**src/rtl/rom_loader.sv**
```systemverilog
// rom_loader: 8N1 UART boot loader that writes a framed, checksummed image into instruction ROM as 32-bit words.
// One write strobe the cycle after each 4th data byte; no backpressure, so the ROM must accept every strobe.
module rom_loader #(
  parameter int          CLK_DIV   = 434,
  parameter logic [31:0] ADDR_BASE = 32'h0000_0000,
  parameter int          MAX_WORDS = 4096
) (
  input  logic        clk,
  input  logic        rst,
  input  logic        rx_i,
  output logic        rom_we_o,
  output logic [31:0] rom_waddr_o,
  output logic [31:0] rom_wdata_o,
  output logic        core_hold_o,
  output logic        done_o,
  output logic        err_o
);

  localparam int            TW       = $clog2(CLK_DIV);
  localparam logic [TW-1:0] BIT_END  = TW'(CLK_DIV - 1);
  localparam logic [TW-1:0] HALF_END = TW'(CLK_DIV / 2 - 1);
  localparam logic [16:0]   LEN_MAX  = 17'(MAX_WORDS);

  typedef enum logic [1:0] {RX_IDLE, RX_START, RX_DATA, RX_STOP} rx_state_t;
  typedef enum logic [2:0] {ST_IDLE, ST_LEN0, ST_LEN1, ST_DATA, ST_CSUM} state_t;

  // ---------------- RX front end ----------------
  logic          rx_meta, rx_sync, rx_prev;
  rx_state_t     rx_state, rx_state_nxt;
  logic [TW-1:0] timer, timer_nxt;
  logic [2:0]    bit_cnt, bit_cnt_nxt;
  logic [7:0]    shreg, shreg_nxt;
  logic          byte_valid, frame_err;
  logic [7:0]    rx_byte;

  always_ff @(posedge clk) begin
    if (!rst) begin
      rx_meta <= 1'b1;
      rx_sync <= 1'b1;
      rx_prev <= 1'b1;
    end else begin
      rx_meta <= rx_i;
      rx_sync <= rx_meta;
      rx_prev <= rx_sync;
    end
  end

  always_ff @(posedge clk) begin
    if (!rst) begin
      rx_state <= RX_IDLE;
      timer    <= '0;
      bit_cnt  <= '0;
      shreg    <= '0;
    end else begin
      rx_state <= rx_state_nxt;
      timer    <= timer_nxt;
      bit_cnt  <= bit_cnt_nxt;
      shreg    <= shreg_nxt;
    end
  end

  // Every sample after the start check lands mid-bit, so the receiver is idle
  // again before the next start edge of a back-to-back byte arrives.
  always_comb begin
    rx_state_nxt = rx_state;
    timer_nxt    = timer;
    bit_cnt_nxt  = bit_cnt;
    shreg_nxt    = shreg;
    byte_valid   = 1'b0;
    frame_err    = 1'b0;
    unique case (rx_state)
      RX_IDLE: begin
        if (rx_prev && !rx_sync) begin
          rx_state_nxt = RX_START;
          timer_nxt    = '0;
        end
      end
      RX_START: begin
        if (timer == HALF_END) begin
          timer_nxt   = '0;
          bit_cnt_nxt = '0;
          rx_state_nxt = rx_sync ? RX_IDLE : RX_DATA;
        end else begin
          timer_nxt = timer + TW'(1);
        end
      end
      RX_DATA: begin
        if (timer == BIT_END) begin
          timer_nxt   = '0;
          shreg_nxt   = {rx_sync, shreg[7:1]};
          bit_cnt_nxt = bit_cnt + 3'd1;
          if (bit_cnt == 3'd7) rx_state_nxt = RX_STOP;
        end else begin
          timer_nxt = timer + TW'(1);
        end
      end
      RX_STOP: begin
        if (timer == BIT_END) begin
          timer_nxt    = '0;
          rx_state_nxt = RX_IDLE;
          byte_valid   = rx_sync;
          frame_err    = !rx_sync;
        end else begin
          timer_nxt = timer + TW'(1);
        end
      end
      default: rx_state_nxt = RX_IDLE;
    endcase
  end

  assign rx_byte = shreg;

  // ---------------- Frame parser ----------------
  state_t      state, state_nxt;
  logic [7:0]  len_lo, len_lo_nxt;
  logic [15:0] len, len_nxt;
  logic [15:0] word_idx, word_idx_nxt;
  logic [1:0]  byte_cnt, byte_cnt_nxt;
  logic [31:0] word_asm, word_asm_nxt;
  logic [7:0]  csum, csum_nxt;
  logic        we_nxt, hold_nxt, done_nxt, err_nxt;
  logic [31:0] waddr_nxt, wdata_nxt;
  logic [15:0] len_full;
  logic [31:0] asm_word;

  always_ff @(posedge clk) begin
    if (!rst) begin
      state       <= ST_IDLE;
      len_lo      <= '0;
      len         <= '0;
      word_idx    <= '0;
      byte_cnt    <= '0;
      word_asm    <= '0;
      csum        <= '0;
      rom_we_o    <= 1'b0;
      rom_waddr_o <= '0;
      rom_wdata_o <= '0;
      core_hold_o <= 1'b0;
      done_o      <= 1'b0;
      err_o       <= 1'b0;
    end else begin
      state       <= state_nxt;
      len_lo      <= len_lo_nxt;
      len         <= len_nxt;
      word_idx    <= word_idx_nxt;
      byte_cnt    <= byte_cnt_nxt;
      word_asm    <= word_asm_nxt;
      csum        <= csum_nxt;
      rom_we_o    <= we_nxt;
      rom_waddr_o <= waddr_nxt;
      rom_wdata_o <= wdata_nxt;
      core_hold_o <= hold_nxt;
      done_o      <= done_nxt;
      err_o       <= err_nxt;
    end
  end

  always_comb begin
    state_nxt    = state;
    len_lo_nxt   = len_lo;
    len_nxt      = len;
    word_idx_nxt = word_idx;
    byte_cnt_nxt = byte_cnt;
    word_asm_nxt = word_asm;
    csum_nxt     = csum;
    we_nxt       = 1'b0;
    waddr_nxt    = rom_waddr_o;
    wdata_nxt    = rom_wdata_o;
    hold_nxt     = core_hold_o;
    done_nxt     = 1'b0;
    err_nxt      = err_o;
    len_full     = {rx_byte, len_lo};
    asm_word     = {rx_byte, word_asm[31:8]};

    if (frame_err) begin
      state_nxt = ST_IDLE;
      err_nxt   = 1'b1;
      hold_nxt  = 1'b0;
    end else if (byte_valid) begin
      case (state)
        ST_IDLE: begin
          if (rx_byte == 8'hA5) begin
            state_nxt    = ST_LEN0;
            hold_nxt     = 1'b1;
            err_nxt      = 1'b0;
            word_idx_nxt = '0;
            byte_cnt_nxt = '0;
            csum_nxt     = '0;
          end
        end
        ST_LEN0: begin
          len_lo_nxt = rx_byte;
          state_nxt  = ST_LEN1;
        end
        ST_LEN1: begin
          len_nxt = len_full;
          if ({1'b0, len_full} > LEN_MAX) begin
            err_nxt   = 1'b1;
            hold_nxt  = 1'b0;
            state_nxt = ST_IDLE;
          end else if (len_full == 16'd0) begin
            state_nxt = ST_CSUM;
          end else begin
            state_nxt = ST_DATA;
          end
        end
        ST_DATA: begin
          // Bytes shift in from the top, so after four the first byte sits in [7:0].
          word_asm_nxt = asm_word;
          csum_nxt     = csum ^ rx_byte;
          byte_cnt_nxt = byte_cnt + 2'd1;
          if (byte_cnt == 2'd3) begin
            we_nxt       = 1'b1;
            waddr_nxt    = ADDR_BASE + {14'd0, word_idx, 2'b00};
            wdata_nxt    = asm_word;
            word_idx_nxt = word_idx + 16'd1;
            if (word_idx + 16'd1 == len) state_nxt = ST_CSUM;
          end
        end
        ST_CSUM: begin
          if (rx_byte == csum) done_nxt = 1'b1;
          else                 err_nxt  = 1'b1;
          hold_nxt  = 1'b0;
          state_nxt = ST_IDLE;
        end
        default: state_nxt = ST_IDLE;
      endcase
    end
  end

endmodule

```
**config.mk**
```make
export PLATFORM = sky130hd
export DESIGN_NAME = rom_loader
export DESIGN_NICKNAME = d
export VERILOG_FILES = /design/src/rtl/rom_loader.sv
export SDC_FILE = /design/constraint.sdc
export NUM_CORES = 1
export LEC_CHECK = 0
export BUFFER_PORTS_ARGS = -buffer_cell sky130_fd_sc_hd__buf_2
export CAP_MARGIN = 10
export CORE_ASPECT_RATIO = 1.2
export CORE_MARGIN = 2
export CORE_UTILIZATION = 55
export CTS_BUF_LIST = sky130_fd_sc_hd__clkbuf_8
export CTS_CLUSTER_SIZE = 24
export DETAILED_ROUTE_END_ITERATION = 16
export HOLD_SLACK_MARGIN = 0.15
export PLACE_DENSITY = 0.81
export SKIP_CTS_REPAIR_TIMING = 1
export SYNTH_ARGS = -nofsm -noshare
export SYNTH_HDL_FRONTEND = slang
export SYNTH_SLANG_ARGS = --single-unit
export TNS_END_PERCENT = 100
```
**constraint.sdc**
```tcl
create_clock -name clk -period 2.4 [get_ports clk]
set_clock_uncertainty 0.2 [all_clocks]
set_input_delay 0.48 -clock clk [delete_from_list [all_inputs] [get_ports clk]]
set_output_delay 0.48 -clock clk [all_outputs]
set_load 0.05 [all_outputs]
```
==> results.yml, run 1 <==
setup_path:
  crit_family: "simple AND/OR/NAND/NOR gates"
  crit_chain: "buf_4 -> nand4_4 -> nor4_4 -> buf_4 -> mux2i_1 -> a2111oi_4 -> nand4_2 -> buf_4 -> a21oi_2 -> nor3_1"
  r2r_start: "word_idx[3]$_SDFFE_PN0P_"
  r2r_slack_ns: -0.07
  crit_path_max_fanout: 6
  end_kind: "flip-flop"
  worst-path-buf-inv: 3
  crit_start: "word_idx[3]$_SDFFE_PN0P_"
  worstPathArrival_ns: 2.60
  critPathMaxStageDelay_ns: 0.36
  worst_path_max_delay_cell: "dfxtp_2"
  crit_top_cell: "buf_4"
  setup.worst_path.class: "reg2reg"
  required_ns: 2.53
  startpoint_type: "flip-flop"
clock_network:
  cts_tree: "done"
  clkSlewWorstSetupHoldPaths_ns: 0.09
  cts_root_buffer: "clkbuf_8"
  htreeDepth: 4
  clk_latency_ns: 0.45
  clk_path_buf_depth: 2
  clock-sinks: 154
  numCtsBuffers: 17
die:
  die_w_microns: 106
  die_h_microns: 127
  io_pins: 71
  start_util_pct: 56.5
  coreArea_sq_um: 12200
  dieArea_sq_um: 13400
  rows: 44
finish:
  syn_to_final_growth_pct: 21.0
  drive_gt1_share_pct: 22.0
  diodes: 0
  nets: 959
  nFillCells: 946
logic_synthesis:
  synthArstFlopShare_pct: 0
  synth_seq_cells: 154
  seq_area_frac_synth_pct: 44.8
  ys.flop_type: "dfxtp_1"
  avgSynthCellArea_sq_um: 8.02
  ys_top_cells_by_count: "180 x nand2_1, 154 x dfxtp_1, 113 x a21oi_1"
  synth.most_common_cell: "nand2_1"
  syn_area_sq_um: 6880
  ys_warn_count: 0
  synth_edf_count: 0
  synth_cells: 858
  synth_cell_types: 61
  synth_top_area_share_pct: 44.8
  synth_top_area_cell: "dfxtp_1"
  yosys-top-cells-area: "dfxtp_1 45%, nand2_1 9.8%, a21oi_1 8.2%"
power_and_ir_drop:
  p_leak_uw: 0.00314
  power_density_nw_per_um2: 577
  peakVddDrop_mv: 0.394
global_routing:
  grt_pass1_vias: 5591
  antenna_found_initial: 0
  overflow: 0
  grt_pass1_wl_mm: 26.0
  grt_max_degree: 41
  grtUsageTotal_pct: 23.7
detailed_routing:
  first_pass_iters: 9
  dr_total_vias: 6182
  drc: 0
  ant_nets: 0
  routedWlPerCell_microns: 14.4
  drt_iter0_markers: 395
  routed_wl_mm: 16.2
  drt-vias-per-instance: 5.50
timing:
  fin_crit_ns: 2.47
  setup_ws_ns: -0.0742
  finalSetupViolations: 2
  rsz0062_at_grt: "true"
  drv_slew: 0
  slew_headroom_pct: 57.4
  tightest_slew_ns: 0.635
  fmax_mhz: 404
  setup_tns_ns: -0.125
  finalCritPeriodShare_pct: 103
  hold_violations: 0
min_path:
  hp-start: "rx_meta$_SDFF_PN1_"
  hold_path_class: "reg2reg"
place:
  dp_hpwl_mm: 10.4
  place_congestion: 0.924
  dp_slack_ns: -0.139
  port_buffers: 54
run:
  maxCapViolations: 0
outcome:
  failed_checks: "negative setup slack"
  outcome: "finished with violations"
[final timing paths]
| kind | endpoint | cells after the start |
|---|---|---|
| worst min register to register | rx_sync$_SDFF_PN1_ | 1 |
| worst max register to register | state[1]$_SDFFE_PP0P_ | 10 |
| worst min-delay path | rx_sync$_SDFF_PN1_ | 1 |
| worst max-delay path | state[1]$_SDFFE_PP0P_ | 10 |
[cells by family (layout without fill, tap and decap cells)]
logic type | after synthesis | after routing | share of synthesized area, %
AOI/OAI and AO/OA | 176 | 176 | 14.5
xor gates and xnor gates | 23 | 23 | 3.04
adders and majority gates | 7 | 7 | 1.27
buffers and inverters | 88 | 177 | 6.33
DFF | 154 | 154 | 44.8
muxes | 36 | 36 | 5.24
other | 1 | 16 | 0.0545
and+or+nand+nor | 373 | 373 | 24.7
[layer usage]
layer / global-route usage, % / vias up / routed length [microns]
met4: 6.73 / 0 / 300
met5: 0 / - / 0
met2: 41.5 / 179 / 8160
met3: 4.98 / 31 / 780
met1: 29.5 / 2903 / 6940
li1: - / 3069 / -
[through the flow]
| step | hold WS (ns) | cells | power (uW) | util [%] | area (sq um) |
|---|---|---|---|---|---|
| after floorplan | 0.186 | 873 | 2770 | - | 6950 |
| after detailed placement | 0.203 | 1080 | 2790 | 62.7 | 7630 |
| final | 0.223 | 1123 | 4800 | 68.4 | 8320 |
| after global placement | 0.189 | 1080 | 2790 | 62.7 | 7630 |
| after global routing | 0.237 | 1123 | 4950 | 68.4 | 8320 |
| after CTS | 0.00137 | 1112 | 4820 | 66.1 | 8050 |
[sequential cells by signal (all words and copies together), names as in the netlist, named ones only]
name and count:
state 3, byte_cnt 2, word_asm 24, rx_byte 8, done_o 1, rom_wdata_o 32, len 16, core_hold_o 1
rx_meta 1, bit_cnt 3, timer 9, rom_waddr_o 16, rom_we_o 1, word_idx 16, len_lo 8, rx_prev 1
csum 8, err_o 1, rx_sync 1, rx_state 1
[final cells by class]
type	instances	area (sq um)	share of cell area (%)
clock buffer	18	248	2.98
sequential	154	3100	37.3
clock inverter	14	170	2.04
inverter	11	43.8	0.526
tap	161	201	2.42
timing repair buffer	134	978	11.8
multi-input combinational	631	3580	43.0
[report_power, final]
group          switching, uW  total [uW]  internal (uW)
clock                   1070        2060            994
sequential              5.14        2560           2560
combinational            133         182           49.1
total                   1200        4800           3600
[cells in the final DEF (no fill, tap or decap), types with 4 or more instances in the layout]
cell type	netlist	routed
clkbuf_8	0	18
buf_2	12	54
nor2b_1	7	7
buf_4	22	67
nor4_1	10	9
nand3_1	12	10
inv_6	0	6
nand2b_1	8	8
xor2_1	10	10
inv_1	10	9
nand2_1	180	179
nor2_1	88	88
a21oi_1	113	112
a22oi_1	4	4
xnor2_1	12	11
o21ai_0	30	29
nor3_1	26	23
dfxtp_1	154	142
nand4_1	5	5
dfxtp_2	0	11
buf_12	0	6
conb_1	1	16
or3_1	5	4
mux2i_1	36	36
ha_1	7	5
Power figures use the tool's default switching activity.
==> run 2, diff against run 1 <==
--- a/config.mk
+++ b/config.mk
@@ -7,7 +7,7 @@
 export LEC_CHECK = 0
 export BUFFER_PORTS_ARGS = -buffer_cell sky130_fd_sc_hd__buf_2
 export CAP_MARGIN = 10
-export CORE_ASPECT_RATIO = 1.2
+export CORE_ASPECT_RATIO = 0.7
 export CORE_MARGIN = 2
 export CORE_UTILIZATION = 55
 export CTS_BUF_LIST = sky130_fd_sc_hd__clkbuf_8
@@ -15,6 +15,7 @@
 export DETAILED_ROUTE_END_ITERATION = 16
 export HOLD_SLACK_MARGIN = 0.15
 export PLACE_DENSITY = 0.81
+export REMOVE_ABC_BUFFERS = 1
 export SKIP_CTS_REPAIR_TIMING = 1
 export SYNTH_ARGS = -nofsm -noshare
 export SYNTH_HDL_FRONTEND = slang
==> constraint.sdc (replaced) <==
create_clock -name clk -period 2.4 [get_ports clk]
set_clock_uncertainty 0.2 [all_clocks]
set_input_delay 0.48 -clock clk [delete_from_list [all_inputs] [get_ports clk]]
set_output_delay 0.48 -clock clk [all_outputs]
set_load 0.02 [all_outputs]
==> results.yml, run 2 (synthesis gave the netlist of run 1 again) <==
min_path:
  hp-start: "rx_meta$_SDFF_PN1_"
  hold_depth: 1
  whs_endpoint: "rx_sync$_SDFF_PN1_"
  hold_path_class: "reg2reg"
place:
  dp_slack_ns: -0.201
  port_buffers: 54
  placed_area_sq_um: 7600
  place_congestion: 0.909
  dp_hpwl_mm: 10.5
power_and_ir_drop:
  power_uw: 4790
  p_leak_uw: 0.00307
  peakVddDrop_mv: 0.392
  power_density_nw_per_um2: 584
clock_network:
  cts_root_buffer: "clkbuf_8"
  clkSlewWorstSetupHoldPaths_ns: 0.09
  clock-sinks: 154
  clk_path_buf_depth: 2
  numCtsBuffers: 17
  htreeDepth: 4
  cts_tree: "done"
  clk_latency_ns: 0.45
finish:
  syn_to_final_growth_pct: 19.3
  final_core_util_pct: 66.8
  final_cell_mix: "178 x nand2_1, 149 x dfxtp_1, 113 x a21oi_1"
  diodes: 0
  nFillCells: 977
  top_register: "rom_wdata_o"
  multi_input_area_sq_um: 3520
  final_area_sq_um: 8210
  nets: 954
  top_regs: "rom_wdata_o (32), word_asm (24)"
  drive_gt1_share_pct: 20.4
  largest_reg_flops: 32
  layout_commonest_cell: "nand2_1"
  seqCellArea_sq_um: 3090
detailed_routing:
  drt_iter0_markers: 488
  drt-vias-per-instance: 5.51
  drc: 0
  ant_nets: 0
  routedWlPerCell_microns: 14.4
  dr_total_vias: 6162
  routed_wl_mm: 16.2
  first_pass_iters: 6
outcome:
  failed_checks: "negative setup slack"
  outcome: "finished with violations"
setup_path:
  r2r_start: "word_idx[1]$_SDFFE_PN0P_"
  setup.worst_path.class: "reg2reg"
  end_kind: "flip-flop"
  required_ns: 2.56
  crit_chain: "ha_4 -> nand3_2 -> buf_6 -> or4_4 -> a311o_1 -> a211oi_2 -> nand4_2 -> buf_6 -> a211oi_2"
  startpoint_type: "flip-flop"
  crit_family: "simple AND/OR/NAND/NOR gates"
  worst_path_max_delay_cell: "or4_4"
  worstPathArrival_ns: 2.70
  r2r-end: "state[2]$_SDFFE_PP0P_"
  r2r_slack_ns: -0.14
  reg2regPathDepth: 9
  crit_path_max_fanout: 6
  worst-path-buf-inv: 2
  critPathMaxStageDelay_ns: 0.41
timing:
  setup_ws_ns: -0.135
  finalSetupViolations: 3
  hold_violations: 0
  slew_headroom_pct: 62.4
  fin_crit_ns: 2.54
  rsz0062_at_grt: "true"
  finalCritPeriodShare_pct: 106
  drv_slew: 0
  fmax_mhz: 394
  tightest_slew_ns: 0.560
global_routing:
  overflow: 0
  antenna_found_initial: 0
  grt_max_degree: 53
  grt_pass1_wl_mm: 26.6
  grt_pass1_vias: 5648
  grtUsageTotal_pct: 24.5
die:
  start_util_pct: 55.9
  rows: 34
  coreArea_sq_um: 12300
  die_w_microns: 138
  die_h_microns: 97.6
  io_pins: 71
  dieArea_sq_um: 13400
run:
  maxCapViolations: 0
[run 2: metrics by stage]
step,cells,hold WS (ns),setup TNS [ns]
finish,1119,0.218,-0.363
global route,1119,0.228,-0.602
CTS,1111,-0.0156,-0.680
detailed placement,1079,0.202,-0.504
global placement,1079,0.190,-0.343
floorplan,796,0.186,-82.05
[run 2: layer usage]
| layer | up-vias | GRT usage [%] | routed length (microns) |
|---|---|---|---|
| met5 | - | 0 | 0 |
| met2 | 182 | 37.5 | 7410 |
| met4 | 0 | 7.85 | 242 |
| met3 | 24 | 4.54 | 852 |
| li1 | 3060 | - | - |
| met1 | 2896 | 35.0 | 7660 |
[run 2: worst max-delay path by stage]
| stage | start | cells past startpoint | endpoint | slack (ns) |
|---|---|---|---|---|
| 2_1_floorplan | timer[0]$_SDFFE_PN0P_ | 8 | word_idx[6]$_SDFFE_PN0P_ | -1.41 |
| 3_3_place_gp | word_idx[0]$_SDFFE_PN0P_ | 8 | state[0]$_SDFFE_PP0P_ | -0.14 |
| 3_5_place_dp | word_idx[0]$_SDFFE_PN0P_ | 8 | state[0]$_SDFFE_PP0P_ | -0.20 |
| 4_1_cts | word_idx[0]$_SDFFE_PN0P_ | 8 | state[2]$_SDFFE_PP0P_ | -0.21 |
| 5_1_grt | word_idx[1]$_SDFFE_PN0P_ | 9 | state[0]$_SDFFE_PP0P_ | -0.22 |
| 6_report | word_idx[1]$_SDFFE_PN0P_ | 9 | state[2]$_SDFFE_PP0P_ | -0.14 |
[run 2: layout make-up]
class,instances,area share [%]
Sequential cell,154,37.7
Clock inverter,14,2.13
Clock buffer,18,3.02
Timing Repair Buffer,129,11.3
Tap cell,162,2.47
Multi-Input combinational cell,631,42.9
Inverter,11,0.534
[run 2: worst reg2reg max path: stages (launching register included)]
cell,delay [ns]
dfxtp_2,0.37
ha_4,0.15
nand3_2,0.10
buf_6,0.16
or4_4,0.41
a311o_1,0.29
a211oi_2,0.23
nand4_2,0.20
buf_6,0.17
a211oi_2,0.19
[run 2: power breakdown]
part,internal [uW],switching (uW)
logic,44.5,99.2
registers,2560,4.45
clock network,1000,1090
total,3600,1190
